===== src/rtl/result_bus_arbiter_pkg.sv =====
// processor_pkg: shared result-bus types, widths and requester indices
package processor_pkg;
    typedef enum logic {EMPTY, FULL} state_t;
    localparam int DEFAULT_DATA_WIDTH = 16;
    localparam int REQ_ALU = 0;
    localparam int REQ_LOAD = 1;
    localparam int REQ_MUL = 2;
    localparam int REQ_LINK = 3;
endpackage


===== src/rtl/result_bus_arbiter_if.sv =====
// result_bus_arbiter_if: requester-side and consumer-side handshakes of the result bus
interface result_bus_arbiter_if
    import processor_pkg::*;
#(
    parameter int NUM_REQ = 4,
    parameter int DATA_WIDTH = DEFAULT_DATA_WIDTH,
    localparam int SEL_WIDTH = $clog2(NUM_REQ)
);
    logic [NUM_REQ-1:0] req_valid;
    logic [NUM_REQ*DATA_WIDTH-1:0] req_data;
    logic [NUM_REQ-1:0] req_ready;
    logic out_valid;
    logic [DATA_WIDTH-1:0] out_data;
    logic [SEL_WIDTH-1:0] out_sel;
    logic out_ready;
    modport master (
        input req_valid, req_data, out_ready,
        output req_ready, out_valid, out_data, out_sel
    );
    modport slave (
        output req_valid, req_data, out_ready,
        input req_ready, out_valid, out_data, out_sel
    );
endinterface


===== src/rtl/result_bus_arbiter_rr_priority_pick.sv =====
// rr_priority_pick: round-robin search for the first request after index last
module rr_priority_pick #(
    parameter int N = 4,
    localparam int W = $clog2(N)
) (
    input logic [N-1:0] req,
    input logic [W-1:0] last,
    output logic [N-1:0] grant,
    output logic [W-1:0] idx,
    output logic any
);
    always_comb begin
        grant = '0;
        idx = '0;
        any = 1'b0;
        for (int k = 1; k <= N; k++) begin
            if (!any && req[(int'(last) + k) % N]) begin
                any = 1'b1;
                idx = W'((int'(last) + k) % N);
                grant[(int'(last) + k) % N] = 1'b1;
            end
        end
    end
endmodule


===== src/rtl/result_bus_arbiter.sv =====
// result_bus_arbiter: round-robin arbiter sharing the result bus through a one-word output register
module result_bus_arbiter
    import processor_pkg::*;
#(
    parameter int DATA_WIDTH = DEFAULT_DATA_WIDTH,
    parameter int NUM_REQ = 4,
    localparam int SEL_WIDTH = $clog2(NUM_REQ)
) (
    input logic clk,
    input logic reset_n,
    result_bus_arbiter_if.master bus
);
    state_t state;
    logic [SEL_WIDTH-1:0] last, win, out_sel;
    logic [NUM_REQ-1:0] grant;
    logic any, load, out_valid;
    logic [DATA_WIDTH-1:0] out_data;

    rr_priority_pick #(.N(NUM_REQ)) pick (
        .req(bus.req_valid),
        .last(last),
        .grant(grant),
        .idx(win),
        .any(any)
    );

    assign load = state == EMPTY || (bus.out_ready && out_valid);
    assign bus.req_ready = load && reset_n ? grant : '0;
    assign bus.out_valid = out_valid;
    assign bus.out_data = out_data;
    assign bus.out_sel = out_sel;

    // a drain with no winner empties the register; data and sel are left as they were
    always_ff @(posedge clk or negedge reset_n) begin
        if (!reset_n) begin
            state <= EMPTY;
            last <= SEL_WIDTH'(NUM_REQ - 1);
            out_valid <= 1'b0;
            out_data <= '0;
            out_sel <= '0;
        end else if (load) begin
            if (any) begin
                state <= FULL;
                out_valid <= 1'b1;
                out_data <= bus.req_data[int'(win)*DATA_WIDTH +: DATA_WIDTH];
                out_sel <= win;
                last <= win;
            end else begin
                state <= EMPTY;
                out_valid <= 1'b0;
            end
        end
    end
endmodule


===== src/flat_wrapper.sv =====
// flat-port wrapper written by rule: the top's interface ports become plain ports
module result_bus_arbiter_flat import processor_pkg::*;
#(
    parameter int DATA_WIDTH = DEFAULT_DATA_WIDTH,
    parameter int NUM_REQ = 4,
    localparam int SEL_WIDTH = $clog2(NUM_REQ)
)
  (clk, reset_n, bus_req_valid, bus_req_data, bus_out_ready, bus_req_ready, bus_out_valid, bus_out_data, bus_out_sel);
  result_bus_arbiter_if #(.NUM_REQ(NUM_REQ), .DATA_WIDTH(DATA_WIDTH)) bus_i ();
  input logic clk;
  input logic reset_n;
  input wire logic [$bits(bus_i.req_valid)-1:0] bus_req_valid;
  input wire logic [$bits(bus_i.req_data)-1:0] bus_req_data;
  input wire logic [$bits(bus_i.out_ready)-1:0] bus_out_ready;
  output wire logic [$bits(bus_i.req_ready)-1:0] bus_req_ready;
  output wire logic [$bits(bus_i.out_valid)-1:0] bus_out_valid;
  output wire logic [$bits(bus_i.out_data)-1:0] bus_out_data;
  output wire logic [$bits(bus_i.out_sel)-1:0] bus_out_sel;
  assign bus_i.req_valid = bus_req_valid;
  assign bus_i.req_data = bus_req_data;
  assign bus_i.out_ready = bus_out_ready;
  assign bus_req_ready = bus_i.req_ready;
  assign bus_out_valid = bus_i.out_valid;
  assign bus_out_data = bus_i.out_data;
  assign bus_out_sel = bus_i.out_sel;
  result_bus_arbiter #(.DATA_WIDTH(DATA_WIDTH), .NUM_REQ(NUM_REQ)) u_core (.clk(clk), .reset_n(reset_n), .bus(bus_i));
endmodule

===== config.mk =====
export PLATFORM = sky130hd
export DESIGN_NAME = result_bus_arbiter_flat
export DESIGN_NICKNAME = d
export VERILOG_FILES = /design/src/rtl/result_bus_arbiter_pkg.sv /design/src/rtl/result_bus_arbiter_if.sv /design/src/rtl/result_bus_arbiter_rr_priority_pick.sv /design/src/rtl/result_bus_arbiter.sv /design/src/flat_wrapper.sv
export SDC_FILE = /design/constraint.sdc
export NUM_CORES = 1
export LEC_CHECK = 0
export BUFFER_PORTS_ARGS = -buffer_cell sky130_fd_sc_hd__buf_4
export CELL_PAD_IN_SITES_DETAIL_PLACEMENT = 1
export CELL_PAD_IN_SITES_GLOBAL_PLACEMENT = 2
export CORE_ASPECT_RATIO = 0.75
export CORE_MARGIN = 5
export CORE_UTILIZATION = 28
export DETAILED_ROUTE_END_ITERATION = 16
export GPL_ROUTABILITY_DRIVEN = 0
export PLACE_DENSITY = 0.9
export SYNTH_ARGS = -nofsm -noshare
export SYNTH_HDL_FRONTEND = slang
export SYNTH_SLANG_ARGS = --single-unit

===== constraint.sdc =====
create_clock -name clk -period 8 [get_ports clk]
set_clock_uncertainty 0.2 [all_clocks]
set_input_delay 1.6 -clock clk [delete_from_list [all_inputs] [get_ports clk]]
set_output_delay 1.6 -clock clk [all_outputs]
set_load 0.1 [all_outputs]

==> flow_metrics.env, run 1 <==
export IMPL_vias=1705
export IMPL_arrival_ns=3.45
export IMPL_seq_area_frac_synth_pct=29.9
export IMPL_syn_instance_count=175
export IMPL_regArea_sq_um=528
export IMPL_drive_gt1_share_pct=45.7
export IMPL_slew_violations=0
export IMPL_drtAntennaViolNets=0
export IMPL_min_path_type="register to register"
export IMPL_pre_cts_slack_ns=2.73
export IMPL_cts_sinks=21
export IMPL_final_nets=338
export IMPL_grt_pass1_vias=1711
export IMPL_drt_wirelength_per_cell_microns=16.8
export IMPL_start_kind="register"
export IMPL_instances_no_fill=339
export IMPL_post_cts_buffers=0
export IMPL_hold_viol=0
export IMPL_overflow=0
export IMPL_grt_first_pass_wirelength_microns=8860
export IMPL_cts_buffers=3
export IMPL_path_clk_slew_ns=0.08
export IMPL_worstSkewPairLatency_ns=0.26
export IMPL_die_w_microns=102
export IMPL_die_h_microns=78.8
export IMPL_critPathCaptureType="output port"
export IMPL_cts_tree="built"
export IMPL_rsz0062_at_grt="no"
export IMPL_multi_input_area_sq_mm=0.00114
export IMPL_worstMarginPinSlew_ns=0.971
export IMPL_synth_net_count=254
export IMPL_antenna_found_initial=0
export IMPL_drt_iter0_markers=47
export IMPL_via_per_inst=5.03
export IMPL_post_place_cells=335
export IMPL_cts_resized_gates=0
export IMPL_routed_wl_microns=5680
export IMPL_first_pass_iters=4
export IMPL_layout_min_cycle_time_ns=5.25
export IMPL_hpwl_microns=4440
export IMPL_grt_usage_pct=13.7
export IMPL_relSlewSlack_pct=35.3
export IMPL_ys_warn_count=0
export IMPL_cts_hold_buffers_added=0
export IMPL_run_status="complete, no violations"
export IMPL_fin_worst_hold_slack_ns=0.293
export IMPL_synth_seq_cells=21
export IMPL_n_antenna_cell=0
export IMPL_syn_area_per_cell_sq_um=10.1
export IMPL_grt_max_degree=32
export IMPL_io_pins=94
export IMPL_worst_slack_ns=2.75
export IMPL_start_util_pct=28.4
export IMPL_drcViolationCount=0
export IMPL_h_tree_depth=1
export IMPL_finalSetupViolCount=0
export IMPL_path_class="register to output port"
export IMPL_root_buffer="clkbuf_8"
export IMPL_row_count=25
export IMPL_cp_required_ns=6.20
export IMPL_synth_cell_area_sq_mm=0.00177
export IMPL_synth_distinct_cells=40
export IMPL_cts_max_path_buffers=2
export IMPL_core_area_sq_mm=0.00622
export IMPL_fin_tns_setup_ns=0
export IMPL_max_clock_freq_mhz=190
export IMPL_fill_cells=751
export IMPL_die_area_sq_mm=0.00802
export IMPL_path_max_fanout=18
export IMPL_cap_violations=0
export IMPL_io_buffers=93
export IMPL_area_growth_pct=42.7
export IMPL_fin_crit_sh_pct=65.7
[path summary, 6_finish.rpt]
kind / end / cells past startpoint / slack (ns) / start
worst max-delay path: bus_req_ready[1] / 9 / 2.75 / u_core.last[0]
worst min-delay path: u_core.bus.out_data[14] / 2 / 0.29 / u_core.bus.out_data[14]
worst max register to register: u_core.bus.out_data[5] / 7 / 4.11 / u_core.last[0]
worst min register to register: u_core.bus.out_data[14] / 2 / 0.29 / u_core.bus.out_data[14]
max in group asynchronous: u_core.last[1] / 1 / 6.30 / reset_n
min in group asynchronous: u_core.bus.out_data[2] / 1 / 1.02 / reset_n
[cell families after synthesis]
| kind of cell | after synthesis | share of synthesized area (%) |
|---|---|---|
| multiplexers | 34 | 22.1 |
| AO/OA/AOI/OAI | 41 | 21.7 |
| buffers and inverters | 18 | 5.94 |
| adder cells (fa/ha/maj) | 8 | 5.66 |
| AND/OR/NAND/NOR | 53 | 14.8 |
| flip-flops | 21 | 29.9 |
[Yosys cell counts, drive strengths merged]
cell type   n  area share [%]
a21boi      1            0.42
a21o        1            0.42
a21oi       5             1.4
a221o       1            0.57
a221oi      4             2.0
a22oi       4             1.7
a31oi       1            0.35
a32o        1            0.57
and2        2            0.85
and3        1            0.35
and3b       1            0.50
buf        10             4.2
clkbuf      4            0.92
dfrtp      19              27
dfstp       2             3.0
ha          8             5.7
inv         4            0.85
mux2i      30              17
mux4        4             5.1
nand2      22             5.1
nand2b      2             1.1
nand4b      1            0.50
nor2       17             3.6
nor2b       2            0.71
nor3        1            0.28
nor3b       1            0.42
o211ai      5             2.1
o21ai       1            0.28
o221ai     15              11
o22a        1            0.50
o22ai       1            0.35
or2         1            0.35
or3b        2            0.99
[metal layers]
layer | GRT usage, % | up-vias | wire, microns
met1 | 20.5 | 826 | 2740
met2 | 20.4 | 51 | 2530
met3 | 4.04 | 2 | 401
met4 | 0.797 | 0 | 8
met5 | 0 | - | 0
li1 | - | 826 | -
[worst max-delay path: stages (launching register included)]
cell	delay, ns
dfstp_2	0.76
inv_1	0.18
ha_1	0.48
mux4_2	0.65
or2_1	0.28
nor2_1	0.12
and2_1	0.21
a221oi_1	0.10
nor2_1	0.12
buf_4	0.30
[flip-flops by register name, indices dropped and copies added, names as in the netlist]
signal               cells
u_core.bus.out_sel       2
u_core.bus.out_data     16
u_core.last              2
u_core.state             1
[layout by cell type, fill, tap and decap left out, types with 3 or more instances in the layout]
master	count
a22oi_1	4
nor2_1	17
mux4_2	4
buf_4	93
a21oi_1	5
dfrtp_1	19
ha_1	8
o221ai_2	10
mux2i_1	30
o211ai_1	5
nand2_1	21
o221ai_1	5
a221oi_1	4
inv_1	4
clkbuf_8	3
[final cells by class]
class | count | share of cell area (%)
Sequential cell | 21 | 20.9
Multi-Input combinational cell | 136 | 45.0
Tap cell | 81 | 4.02
Timing Repair Buffer | 93 | 27.7
Clock buffer | 4 | 1.78
Inverter | 4 | 0.595
[per-stage QoR]
stage               utilization (%)  instance area, sq um
global placement               39.8                  2480
detailed placement             39.8                  2480
floorplan                         -                  1770
finish                         40.5                  2520
CTS                            40.5                  2520
global route                   40.5                  2520
Power of run 1 is left out: the tool's default activity adds up to more than one toggle a clock period on the data nets, which glitch-free logic cannot reach.
==> inputs of run 2 (changes only) <==
--- a/config.mk
+++ b/config.mk
@@ -10,10 +10,10 @@
 export CELL_PAD_IN_SITES_GLOBAL_PLACEMENT = 2
 export CORE_ASPECT_RATIO = 0.75
 export CORE_MARGIN = 5
-export CORE_UTILIZATION = 28
+export CORE_UTILIZATION = 23
 export DETAILED_ROUTE_END_ITERATION = 16
 export GPL_ROUTABILITY_DRIVEN = 0
-export PLACE_DENSITY = 0.9
+export PLACE_DENSITY = 0.79
 export SYNTH_ARGS = -nofsm -noshare
 export SYNTH_HDL_FRONTEND = slang
 export SYNTH_SLANG_ARGS = --single-unit
==> constraint.sdc (replaced) <==
create_clock -name clk -period 4.35 [get_ports clk]
set_clock_uncertainty 0.2 [all_clocks]
set_input_delay 0.87 -clock clk [delete_from_list [all_inputs] [get_ports clk]]
set_output_delay 0.87 -clock clk [all_outputs]
set_load 0.1 [all_outputs]
==> run 2 against run 1 <==
Routed wire length is 6.5% higher. Global-route usage is 1.7 points lower. Core utilization is 4.9 points lower. Sequential cell count did not move. First-iteration DRC count is 6.4% lower. Cell area grew 4.6%. Critical path depth unchanged. Worst hold slack lost 0.021 ns. Clock-buffer cell count fell by 1. Sequential share of layout area shrank 0.92 points. Non-clock buffer count increased by 4. Register-to-register slack worse by 3.4 ns.
==> flow_metrics.env, run 2 (synthesis results as in run 1) <==
export IMPL_run_status="complete, no violations"
export IMPL_worstPathBufferInverterCount=2
export IMPL_final_nets=342
export IMPL_ff2ff_path_depth=9
export IMPL_vias=1712
export IMPL_h_tree_depth=1
export IMPL_worstMarginPinSlew_ns=0.751
export IMPL_slew_violations=0
export IMPL_final_cell_area_sq_mm=0.00264
export IMPL_hpwl_microns=4840
export IMPL_start_kind="register"
export IMPL_grt_max_degree=23
export IMPL_drive_gt1_share_pct=48.9
export IMPL_max_clock_freq_mhz=243
export IMPL_cts_resized_gates=0
export IMPL_start_util_pct=23.9
export IMPL_drcViolationCount=0
export IMPL_multi_input_area_sq_mm=0.00118
export IMPL_regArea_sq_um=528
export IMPL_fin_crit_sh_pct=94.6
export IMPL_finalSetupViolCount=0
export IMPL_largest_reg_flops=16
export IMPL_post_cts_buffers=0
export IMPL_largest_register="u_core.bus.out_data"
export IMPL_path_class="register to output port"
export IMPL_cts_hold_buffers_added=0
export IMPL_via_per_inst=4.72
export IMPL_cts_max_path_buffers=2
export IMPL_root_buffer="clkbuf_8"
export IMPL_path_clk_slew_ns=0.09
export IMPL_cp_required_ns=3.28
export IMPL_antenna_found_initial=0
export IMPL_drt_iter0_markers=44
export IMPL_io_pins=94
export IMPL_worstSkewPairLatency_ns=0.27
export IMPL_n_antenna_cell=0
export IMPL_row_count=27
export IMPL_rsz0062_at_grt="no"
export IMPL_cts_buffers=3
export IMPL_die_h_microns=85.9
export IMPL_worstPathCellList="inv_1 > ha_4 > mux4_2 > or2_1 > nor2_1 > and2_1 > a221oi_1 > nor2_4 > buf_6"
export IMPL_cp_slowest_cell="dfstp_2"
export IMPL_path_max_fanout=10
export IMPL_relSlewSlack_pct=49.9
export IMPL_critPathTopFamily="simple AND/OR/NAND/NOR gates"
export IMPL_critPathMaxStageDelay_ns=0.64
export IMPL_mostFrequentLayoutCell="buf_4"
export IMPL_cts_tree="built"
export IMPL_area_growth_pct=49.3
export IMPL_grt_first_pass_wirelength_microns=9470
export IMPL_cts_sinks=21
export IMPL_first_pass_iters=4
export IMPL_hold_viol=0
export IMPL_post_route_util_pct=35.7
export IMPL_critPathCaptureType="output port"
export IMPL_overflow=0
export IMPL_cp_startpoint="u_core.last[1]"
export IMPL_drtAntennaViolNets=0
export IMPL_arrival_ns=3.05
export IMPL_fin_tns_setup_ns=0
export IMPL_cap_violations=0
export IMPL_io_buffers=93
export IMPL_grt_usage_pct=12.0
export IMPL_dpl_cell_area_sq_mm=0.00256
export IMPL_grt_pass1_vias=1836
export IMPL_routed_wl_microns=6050
export IMPL_layout_common_cells="buf_4 (93), mux2i_1 (30), nand2_1 (21)"
export IMPL_min_path_type="input port to asynchronous set/reset pin"
export IMPL_fill_cells=855
export IMPL_layout_min_cycle_time_ns=4.12
export IMPL_drt_wirelength_per_cell_microns=16.7
export IMPL_fin_worst_hold_slack_ns=0.271
export IMPL_crit_cells=9
export IMPL_rr_startpoint="u_core.last[1]"
export IMPL_die_w_microns=111
export IMPL_die_area_sq_mm=0.00956
export IMPL_top_regs="u_core.bus.out_data x16, u_core.bus.out_sel x2, u_core.last x2"
export IMPL_core_area_sq_mm=0.00740
[run 2: cell count changes in the layout (fill, tap and decap cells not counted)]
cell        previous run  this run
buf_6                  0         4
nor2_1                17        13
nor2_4                 0         4
clkbuf_1               1         0
clkinvlp_4             0         1
ha_1                   8         7
ha_4                   0         1
[run 2: worst register-to-register path: cells and delay by family (launching register included)]
family / cells / cell delay, ns
AND/OR/NAND/NOR: 1 / 0.15
AO/OA/AOI/OAI: 2 / 0.66
multiplexers: 2 / 0.79
adder cells (fa/ha/maj): 1 / 0.36
flip-flops: 1 / 0.64
buffers and inverters: 3 / 0.67
[run 2: routing by layer]
| layer | vias up | share of wire (%) | track usage, % |
|---|---|---|---|
| met5 | - | 0 | 0 |
| met4 | 0 | 0.50 | 1.77 |
| met3 | 4 | 5.5 | 4.09 |
| met2 | 50 | 48 | 19.4 |
| met1 | 827 | 46 | 16.0 |
| li1 | 831 | - | - |
[run 2: layout make-up]
| type | instances | share of cell area [%] |
|---|---|---|
| clock buffers | 3 | 1.56 |
| inverters | 4 | 0.569 |
| clock inverters | 1 | 0.284 |
| multi-input cells | 136 | 44.6 |
| flip-flops and latches | 21 | 20.0 |
| well taps | 101 | 4.79 |
| repair buffers | 97 | 28.2 |
[run 2: through the flow]
step	setup slack [ns]	cells
6_report	0.235	363
3_3_place_gp	0.484	359
4_1_cts	0.0383	363
5_1_grt	0.0146	363
2_1_floorplan	0.0888	175
3_5_place_dp	0.359	359
[run 2: worst paths after layout]
path,end,slack (ns)
worst max-delay path,bus_req_ready[0],0.23
worst min-delay path,u_core.bus.out_sel[1],0.27
worst max register to register,u_core.bus.out_data[6],0.76
worst min register to register,u_core.bus.out_data[6],0.30
max in group asynchronous,u_core.last[0],3.40
min in group clk,u_core.bus.out_data[6],0.30
Power of run 2 is left out for the same reason.
==> inputs of run 3 (changes only) <==
--- a/config.mk
+++ b/config.mk
@@ -9,7 +9,6 @@
 export CELL_PAD_IN_SITES_DETAIL_PLACEMENT = 1
 export CELL_PAD_IN_SITES_GLOBAL_PLACEMENT = 2
 export CORE_ASPECT_RATIO = 0.75
-export CORE_MARGIN = 5
 export CORE_UTILIZATION = 23
 export DETAILED_ROUTE_END_ITERATION = 16
 export GPL_ROUTABILITY_DRIVEN = 0
==> run 3 against run 2 <==
Core utilization about the same. Register-to-register slack better by 0.25 ns. Die area down 16%. Critical endpoint unchanged.
==> flow_metrics.env, run 3 (synthesis results as in run 1) <==
export IMPL_cts_max_path_buffers=2
export IMPL_path_class="register to output port"
export IMPL_hpwl_microns=4280
export IMPL_fin_crit_sh_pct=94.9
export IMPL_overflow=0
export IMPL_antenna_found_initial=0
export IMPL_cts_buffers=3
export IMPL_critPathTopFamily="simple AND/OR/NAND/NOR gates"
export IMPL_largest_register="u_core.bus.out_data"
export IMPL_grt_pass1_vias=1812
export IMPL_final_nets=341
export IMPL_rsz0062_at_grt="no"
export IMPL_worst_slack_ns=0.223
export IMPL_grt_first_pass_wirelength_microns=8680
export IMPL_mostFrequentLayoutCell="buf_4"
export IMPL_worstPathBufferInverterCount=2
export IMPL_cp_required_ns=3.28
export IMPL_vias=1712
export IMPL_min_path_type="input port to asynchronous set/reset pin"
export IMPL_drt_iter0_markers=65
export IMPL_max_clock_freq_mhz=242
export IMPL_n_antenna_cell=0
export IMPL_layout_common_cells="buf_4 (91), mux2i_1 (30), nand2_1 (21)"
export IMPL_cts_hold_buffers_added=0
export IMPL_h_tree_depth=1
export IMPL_worstMarginPinSlew_ns=0.797
export IMPL_cp_slowest_cell="dfstp_2"
export IMPL_row_count=27
export IMPL_io_buffers=93
export IMPL_core_area_sq_mm=0.00740
export IMPL_cts_tree="built"
export IMPL_slew_violations=0
export IMPL_via_per_inst=4.73
export IMPL_grt_usage_pct=13.8
export IMPL_instances_no_fill=362
export IMPL_top_regs="u_core.bus.out_data x16, u_core.bus.out_sel x2, u_core.last x2"
export IMPL_path_max_fanout=10
export IMPL_routed_wl_microns=5370
export IMPL_finalSetupViolCount=0
export IMPL_hold_viol=0
export IMPL_start_kind="register"
export IMPL_path_clk_slew_ns=0.07
export IMPL_cap_violations=0
export IMPL_io_pins=94
export IMPL_drcViolationCount=0
export IMPL_start_util_pct=23.9
export IMPL_area_growth_pct=49.5
export IMPL_run_status="complete, no violations"
export IMPL_critPathMaxStageDelay_ns=0.64
export IMPL_root_buffer="clkbuf_8"
export IMPL_drive_gt1_share_pct=48.7
export IMPL_cts_resized_gates=0
export IMPL_post_place_cells=358
export IMPL_die_w_microns=103
export IMPL_fin_tns_setup_ns=0
export IMPL_grt_max_degree=32
export IMPL_cts_sinks=21
export IMPL_first_pass_iters=4
export IMPL_drt_wirelength_per_cell_microns=14.8
export IMPL_relSlewSlack_pct=46.8
export IMPL_die_h_microns=77.9
export IMPL_largest_reg_flops=16
export IMPL_critPathCaptureType="output port"
export IMPL_post_cts_buffers=0
export IMPL_pre_cts_slack_ns=0.342
export IMPL_drtAntennaViolNets=0
export IMPL_worstSkewPairLatency_ns=0.26
export IMPL_worstPathCellList="inv_1 > ha_4 > mux4_2 > or2_1 > nor2_1 > and2_1 > a221oi_1 > nor2_4 > buf_6"
export IMPL_die_area_sq_mm=0.00805
export IMPL_layout_min_cycle_time_ns=4.13
export IMPL_fill_cells=849
export IMPL_arrival_ns=3.06
-- run 3: cell types whose count changed in the layout (fill, tap and decap cells not counted), sizes merged --
cell / change
buf: -1
clkinvlp: -1
clkinv: +1
-- run 3: area by class of cell --
cell class / instances / area, sq um / share of cell area [%]
Multi-Input combinational cell: 136 / 1180 / 44.6
Timing Repair Buffer: 96 / 748 / 28.3
Sequential cell: 21 / 528 / 20.0
Tap cell: 101 / 126 / 4.78
Clock buffer: 3 / 41.3 / 1.56
Inverter: 4 / 15.0 / 0.568
Clock inverter: 1 / 5.00 / 0.189
-- run 3: per-stage QoR --
step,hold slack [ns],util [%],instance area (sq um)
global placement,0.265,34.7,2570
floorplan,0.374,-,1800
detailed placement,0.280,34.7,2570
finish,0.283,35.7,2640
CTS,0.289,35.3,2620
global route,0.298,35.7,2640
-- run 3: routing by layer --
layer  wire, microns  up-vias  GRT usage, %
li1                -      828             -
met1            2480      832          18.3
met2            2550       47          22.8
met3             319        5          3.60
met4              25        0          2.25
met5               0        -             0
-- run 3: worst paths after layout --
path | start | slack, ns | end | cells past startpoint
min in group clk | u_core.bus.out_data[7] | 0.29 | u_core.bus.out_data[7] | 2
hold reg to reg | u_core.bus.out_data[7] | 0.29 | u_core.bus.out_data[7] | 2
hold / removal | reset_n | 0.28 | u_core.bus.out_data[3] | 1
setup reg to reg | u_core.last[1] | 1.01 | u_core.bus.out_data[12] | 8
max in group asynchronous | reset_n | 3.38 | u_core.last[1] | 1
setup / recovery | u_core.last[1] | 0.22 | bus_req_ready[0] | 9
Power of run 3 is left out for the same reason.
